File: src/rtl/mem_port_arbiter_if.sv
`default_nettype none
// ============================================================================
// Module      : mem_port_arbiter_if
// Description : Bundle of requester handshake, response and memory-port
//               signals shared between mem_port_arbiter and its neighbours.
//   slave  modport : arbiter side (takes requests and read data, drives
//                    grants, responses and the memory address/data/enable)
//   master modport : requester/memory side (the mirror image)
//   req_valid/req_ready/req_addr/req_we/req_wdata : per-requester request
//   rsp_valid/rsp_data                            : read response
//   mem_addr/mem_write_data/mem_write_en/mem_read_data : memory port
// Revision    : 1.0 - initial release
// ============================================================================
interface mem_port_arbiter_if #(
  parameter type T       = logic [31:0],
  parameter int  NUM_REQ = 2,
  parameter int  ADDR_W  = 8
);
  logic [NUM_REQ-1:0]             req_valid;
  logic [NUM_REQ-1:0]             req_ready;
  logic [NUM_REQ-1:0][ADDR_W-1:0] req_addr;
  logic [NUM_REQ-1:0]             req_we;
  T     [NUM_REQ-1:0]             req_wdata;
  logic [NUM_REQ-1:0]             rsp_valid;
  T                               rsp_data;
  logic [ADDR_W-1:0]              mem_addr;
  T                               mem_write_data;
  logic                           mem_write_en;
  T                               mem_read_data;

  modport slave (
    input  req_valid, req_addr, req_we, req_wdata, mem_read_data,
    output req_ready, rsp_valid, rsp_data, mem_addr, mem_write_data, mem_write_en
  );

  modport master (
    output req_valid, req_addr, req_we, req_wdata, mem_read_data,
    input  req_ready, rsp_valid, rsp_data, mem_addr, mem_write_data, mem_write_en
  );
endinterface
`default_nettype wire

File: src/rtl/mem_port_arbiter.sv
`default_nettype none
// ============================================================================
// Module      : mem_port_arbiter
// Description : Round-robin arbiter sharing the single port of one memory
//               with a registered (1-cycle) read among NUM_REQ requesters.
//               At most one request is granted per cycle; the winner drives
//               the memory port combinationally and read data is routed back
//               to the requester that issued the read one cycle later.
// Ports       : clk   - clock, all state on the rising edge
//               rst_n - asynchronous active-low reset
//               bus   - mem_port_arbiter_if.slave (requests, grants,
//                       responses and memory port)
// Revision    : 1.0 - initial release
// ============================================================================
module mem_port_arbiter #(
  parameter type T       = logic [31:0],
  parameter int  NUM_REQ = 2,
  parameter int  ADDR_W  = 8
) (
  input  logic              clk,
  input  logic              rst_n,
  mem_port_arbiter_if.slave bus
);

  localparam int               PTR_W     = $clog2(NUM_REQ);
  localparam logic [PTR_W:0]   c_num_req = (PTR_W+1)'(NUM_REQ);
  localparam logic [PTR_W-1:0] c_last    = PTR_W'(NUM_REQ - 1);

  logic [PTR_W-1:0] r_ptr;      // highest-priority requester this cycle
  logic             r_rd_pend;  // read granted last cycle, data arrives now
  logic [PTR_W-1:0] r_rd_id;    // requester owning the pending read

  logic             w_grant;
  logic [PTR_W-1:0] w_gidx;
  logic             w_grant_rd;
  logic [ADDR_W-1:0] w_mem_addr;
  T                 w_mem_wdata;
  logic             w_mem_we;

  // Rotating priority search starting at r_ptr. The sum is one bit wider
  // than the pointer so ptr+k can exceed NUM_REQ-1 before being folded back.
  always_comb begin
    logic [PTR_W:0] v_sum;
    v_sum   = '0;
    w_grant = 1'b0;
    w_gidx  = '0;
    for (int k = 0; k < NUM_REQ; k++) begin
      v_sum = {1'b0, r_ptr} + (PTR_W+1)'(k);
      if (v_sum >= c_num_req) begin
        v_sum = v_sum - c_num_req;
      end
      if (!w_grant && bus.req_valid[v_sum[PTR_W-1:0]]) begin
        w_grant = 1'b1;
        w_gidx  = v_sum[PTR_W-1:0];
      end
    end
  end

  assign w_grant_rd = w_grant && !bus.req_we[w_gidx];

  // Memory port: winner's request, or all-zero when nobody is granted.
  always_comb begin
    w_mem_addr  = '0;
    w_mem_wdata = '0;
    w_mem_we    = 1'b0;
    if (w_grant) begin
      w_mem_addr  = bus.req_addr[w_gidx];
      w_mem_wdata = bus.req_wdata[w_gidx];
      w_mem_we    = bus.req_we[w_gidx];
    end
  end

  assign bus.mem_addr       = w_mem_addr;
  assign bus.mem_write_data = w_mem_wdata;
  assign bus.mem_write_en   = w_mem_we;

  always_ff @(posedge clk or negedge rst_n) begin
    if (!rst_n) begin
      r_ptr     <= '0;
      r_rd_pend <= 1'b0;
      r_rd_id   <= '0;
    end else begin
      // The winner drops to lowest priority; the pointer holds when idle.
      if (w_grant) begin
        r_ptr <= (w_gidx == c_last) ? '0 : w_gidx + PTR_W'(1);
      end
      r_rd_pend <= w_grant_rd;
      if (w_grant_rd) begin
        r_rd_id <= w_gidx;
      end
    end
  end

  // Read data from the memory is already registered, so it lines up with
  // r_rd_pend; it is gated to zero outside a response cycle.
  assign bus.rsp_data = r_rd_pend ? bus.mem_read_data : '0;

  for (genvar i = 0; i < NUM_REQ; i++) begin : g_port
    assign bus.req_ready[i] = w_grant && (w_gidx == PTR_W'(i));
    assign bus.rsp_valid[i] = r_rd_pend && (r_rd_id == PTR_W'(i));
  end

endmodule
`default_nettype wire

File: src/flat_wrapper.sv
// flat-port wrapper written by rule: the top's interface ports become plain ports
module mem_port_arbiter_flat 
#(
  parameter type T       = logic [31:0],
  parameter int  NUM_REQ = 2,
  parameter int  ADDR_W  = 8
)
  (clk, rst_n, bus_req_valid, bus_req_addr, bus_req_we, bus_req_wdata, bus_mem_read_data, bus_req_ready, bus_rsp_valid, bus_rsp_data, bus_mem_addr, bus_mem_write_data, bus_mem_write_en);
  mem_port_arbiter_if #(.T(T), .NUM_REQ(NUM_REQ), .ADDR_W(ADDR_W)) bus_i ();
  input  logic clk;
  input  logic rst_n;
  input wire logic [$bits(bus_i.req_valid)-1:0] bus_req_valid;
  input wire logic [$bits(bus_i.req_addr)-1:0] bus_req_addr;
  input wire logic [$bits(bus_i.req_we)-1:0] bus_req_we;
  input wire logic [$bits(bus_i.req_wdata)-1:0] bus_req_wdata;
  input wire logic [$bits(bus_i.mem_read_data)-1:0] bus_mem_read_data;
  output wire logic [$bits(bus_i.req_ready)-1:0] bus_req_ready;
  output wire logic [$bits(bus_i.rsp_valid)-1:0] bus_rsp_valid;
  output wire logic [$bits(bus_i.rsp_data)-1:0] bus_rsp_data;
  output wire logic [$bits(bus_i.mem_addr)-1:0] bus_mem_addr;
  output wire logic [$bits(bus_i.mem_write_data)-1:0] bus_mem_write_data;
  output wire logic [$bits(bus_i.mem_write_en)-1:0] bus_mem_write_en;
  assign bus_i.req_valid = bus_req_valid;
  assign bus_i.req_addr = bus_req_addr;
  assign bus_i.req_we = bus_req_we;
  assign bus_i.req_wdata = bus_req_wdata;
  assign bus_i.mem_read_data = bus_mem_read_data;
  assign bus_req_ready = bus_i.req_ready;
  assign bus_rsp_valid = bus_i.rsp_valid;
  assign bus_rsp_data = bus_i.rsp_data;
  assign bus_mem_addr = bus_i.mem_addr;
  assign bus_mem_write_data = bus_i.mem_write_data;
  assign bus_mem_write_en = bus_i.mem_write_en;
  mem_port_arbiter #(.T(T), .NUM_REQ(NUM_REQ), .ADDR_W(ADDR_W)) u_core (.clk(clk), .rst_n(rst_n), .bus(bus_i));
endmodule
File: config.mk
export PLATFORM = sky130hd
export DESIGN_NAME = mem_port_arbiter_flat
export DESIGN_NICKNAME = d
export VERILOG_FILES = /design/src/rtl/mem_port_arbiter_if.sv /design/src/rtl/mem_port_arbiter.sv /design/src/flat_wrapper.sv
export SDC_FILE = /design/constraint.sdc
export NUM_CORES = 1
export LEC_CHECK = 0
export BUFFER_PORTS_ARGS = -buffer_cell sky130_fd_sc_hd__buf_2
export CAP_MARGIN = 10
export CORE_AREA = 2 2 76 78
export DETAILED_ROUTE_END_ITERATION = 12
export DIE_AREA = 0 0 78 80
export PLACE_DENSITY = 0.71
export SLEW_MARGIN = 0
export SYNTH_ARGS = -nofsm -noshare
export SYNTH_HDL_FRONTEND = slang
export SYNTH_SLANG_ARGS = --single-unit
File: constraint.sdc
create_clock -name clk -period 1.15 [get_ports clk]
set_input_delay 0 -clock clk [delete_from_list [all_inputs] [get_ports clk]]
set_output_delay 0 -clock clk [all_outputs]
set_load 0.01 [all_outputs]
==> flow_summary.json <==
{
  "ys_warn_count": 0,
  "detail-route-antenna-nets": 0,
  "total_number_of_vias": 1648,
  "setup_viol_count_final": 76,
  "numClockSinks": 3,
  "clk_root_buffer_cell": "sky130_fd_sc_hd__clkbuf_8",
  "fin_ws_ns": -0.256,
  "dieWidth_um": 78,
  "finalInstanceArea_um2": 2460,
  "dpl-instance-area_um2": 1880,
  "max-clock-path-buffers": 2,
  "routedWlPerCell_um": 13.9,
  "postSynthAreaPerCell_um2": 8.14,
  "setup-tns-final_ns": -10.58,
  "finalMaxSlewViolations": 0,
  "cts_inserted_buffers": 3,
  "crit_path_end_kind": "primary output",
  "grt_overflow": 0,
  "post_synth_num_cell_types": 20,
  "finalClockSkew_ns": 0.00255,
  "fin_crit_sh_pct": 122,
  "detail_route.first_pass.iterations": 4,
  "holdCritPathClass": "in -> reg",
  "worst_ir_drop_vdd_mv": 0.433,
  "core.rowCount": 27,
  "critPathCapture": "bus_mem_write_data[23]",
  "grt_usage_pct": 11.8,
  "number_of_instances_in_the_synthesized_netlist": 103,
  "grt_start_max_net_pins": 36,
  "worstSkewPairLatency_ns": 0.22,
  "num_antenna_cells": 0,
  "regToRegSetupSlack_ns": 0.07,
  "cp_top_family": "flip-flops",
  "buffer_ports.inserted": 194,
  "worst-path-stages": 6,
  "power.density_cell_area_nw_per_um2": 721,
  "postSynthNetCount": 221,
  "post-place-ws_ns": -0.0440,
  "status": "complete, but fails checks",
  "drc_errors": 0,
  "detailed_place_hpwl_um": 3520,
  "slew-limit-headroom_pct": 88.5,
  "crit_chain": "nand2b_4 > nand2_4 > inv_6 > clkbuf_16 > a22o_2 > buf_6",
  "drive_above_1_share_pct": 82.5,
  "first_global_vias": 1389,
  "ioPinCount": 195,
  "path_buf_inv": 3,
  "cp_max_fo": 8,
  "timing.final.hold_violations": 0,
  "regToRegEndpoint": "u_core.r_rd_pend",
  "failing_checks": "setup timing",
  "final_core_util_pct": 45.6,
  "layout.filler_cells": 534,
  "critPathArrivalTime_ns": 1.41,
  "maxCapViolCount": 0,
  "yosysSeqAreaShare_pct": 8.96,
  "max_freq_ghz": 0.711,
  "design.die.area_um2": 6240,
  "setup.worst_path.start_class": "flip-flop",
  "layout_min_cycle_time_ns": 1.41,
  "area_delta_synth_final_pct": 194,
  "detail_route.vias_per_cell": 4.33,
  "final_net_count": 428,
  "floorplan.initialDensity_pct": 15.5,
  "wl_um": 5310,
  "drt_first_iter_violations": 44,
  "worstRegToRegCells": 5,
  "worst_slew_pin_slew_ns": 0.173,
  "placer_congestion_estimate": 0.768,
  "critPathSlowestCell": "sky130_fd_sc_hd__dfrtp_1",
  "worst_setup_startpoint": "u_core.r_ptr",
  "yosys_register_bits": 3,
  "placeableCoreArea_um2": 5410,
  "path_class": "reg -> out",
  "cts-htree-levels": 1,
  "clock_tree_from_tritoncts": "done",
  "worstReg2RegStart": "u_core.r_ptr",
  "worst-endpoint-required_ns": 1.15,
  "setup_repair_after_global_routing_missed_its_margin": "true",
  "wire_length_of_the_first_global_routing_pass_um": 5950,
  "syn_area_um2": 838,
  "die-height_um": 80,
  "leakage_nw": 1.43,
  "worst_setup_hold_path_clk_slew_ns": 0.03,
  "critPathMaxStageDelay_ns": 0.40,
  "grt_antenna_before_repair": 0
}
cell usage after synthesis (all sizes together):
| library cell | count | area share (%) |
|---|---|---|
| clkbuf | 3 | 1.3 |
| inv | 4 | 2.1 |
| a21boi | 1 | 2.2 |
| buf | 8 | 9.4 |
| o21ai | 3 | 1.8 |
| a21oi | 1 | 0.60 |
| dfrtp | 3 | 9.0 |
| and2 | 33 | 25 |
| nand2 | 2 | 1.2 |
| a22o | 40 | 42 |
| nand2b | 2 | 2.4 |
| nor2b | 1 | 0.75 |
| o22ai | 1 | 1.5 |
| a32oi | 1 | 1.0 |
worst min path at each step:
| stage | from | end | depth (start not counted) | slack, ns |
|---|---|---|---|---|
| 3_5_place_dp | rst_n | u_core.r_rd_pend | 1 | -0.19 |
| 2_1_floorplan | rst_n | u_core.r_ptr | 0 | -0.30 |
| 3_3_place_gp | rst_n | u_core.r_rd_pend | 1 | -0.20 |
| 6_report | bus_req_we[0] | u_core.r_rd_pend | 2 | 0.02 |
| 4_1_cts | bus_req_we[0] | u_core.r_rd_pend | 2 | 0.007 |
| 5_1_grt | bus_req_we[0] | u_core.r_rd_pend | 2 | 0.03 |
per-stage QoR:
stage	instances	total power [mW]	hold WS, ns
detailed placement	364	1.09	-0.194
finish	381	1.78	0.0213
floorplan	103	0.630	-0.296
global placement	364	1.08	-0.198
CTS	373	1.48	0.00732
global route	381	1.89	0.0297
worst register-to-register path: cells and delay by family, from the launching register on:
family                 cells  cell delay [ns]
AO/OA/AOI/OAI              2             0.30
buffers and inverters      3             0.30
flip-flops                 1             0.40
power by group:
part	switching (mW)	internal, mW	leakage, nW
clock network	0.0742	0.237	0.0228
registers	0.0296	0.123	0.0341
logic	0.522	0.790	1.37
what timing repair did:
action / 4_1_cts / 5_1_grt
gates resized for setup: 11 / 65
hold buffers: 2 / 0
setup endpoints to repair: 77 / 62
pin swaps: 3 / 2
cloned: 0 / 7
setup buffers: 4 / 3
hold endpoints to repair: 4 / 0
cell type report:
type / count / area (um^2) / share of cell area (%)
Timing Repair Buffer: 213 / 1490 / 60.4
Multi-Input combinational cell: 85 / 742 / 30.1
Tap cell: 72 / 90.1 / 3.66
Sequential cell: 3 / 78.8 / 3.20
Clock buffer: 4 / 45.0 / 1.83
Inverter: 4 / 20.0 / 0.813
cells in the final DEF, fill, tap and decap left out, types with 2 or more instances in the layout:
master,n
sky130_fd_sc_hd__clkbuf_8,3
sky130_fd_sc_hd__a22o_1,38
sky130_fd_sc_hd__and2_1,3
sky130_fd_sc_hd__clkbuf_16,6
sky130_fd_sc_hd__buf_6,35
sky130_fd_sc_hd__inv_1,2
sky130_fd_sc_hd__and2_4,30
sky130_fd_sc_hd__buf_2,162
sky130_fd_sc_hd__buf_8,2
sky130_fd_sc_hd__buf_4,3
sky130_fd_sc_hd__o21ai_0,2
sky130_fd_sc_hd__buf_12,3
sky130_fd_sc_hd__a22o_2,2
sky130_fd_sc_hd__dlygate4sd3_1,2
sky130_fd_sc_hd__dfrtp_1,2
flip-flops by register name (all words and copies together), names as in the netlist:
signal / count
u_core.r_rd_pend: 1
u_core.r_ptr: 1
u_core.r_rd_id: 1
logic make-up after synthesis:
family | share of synthesized area [%]
flops | 8.95
buf+inv | 12.8
simple gates | 29.0
compound gates | 49.3
metal layers:
layer | vias up | routed length [um] | GRT usage [%]
li1 | 795 | - | -
met1 | 743 | 1890 | 12.2
met2 | 108 | 2930 | 24.7
met3 | 2 | 465 | 1.70
met4 | 0 | 17 | 2.63
met5 | - | 0 | 0
(Power assumes the default switching activity.)
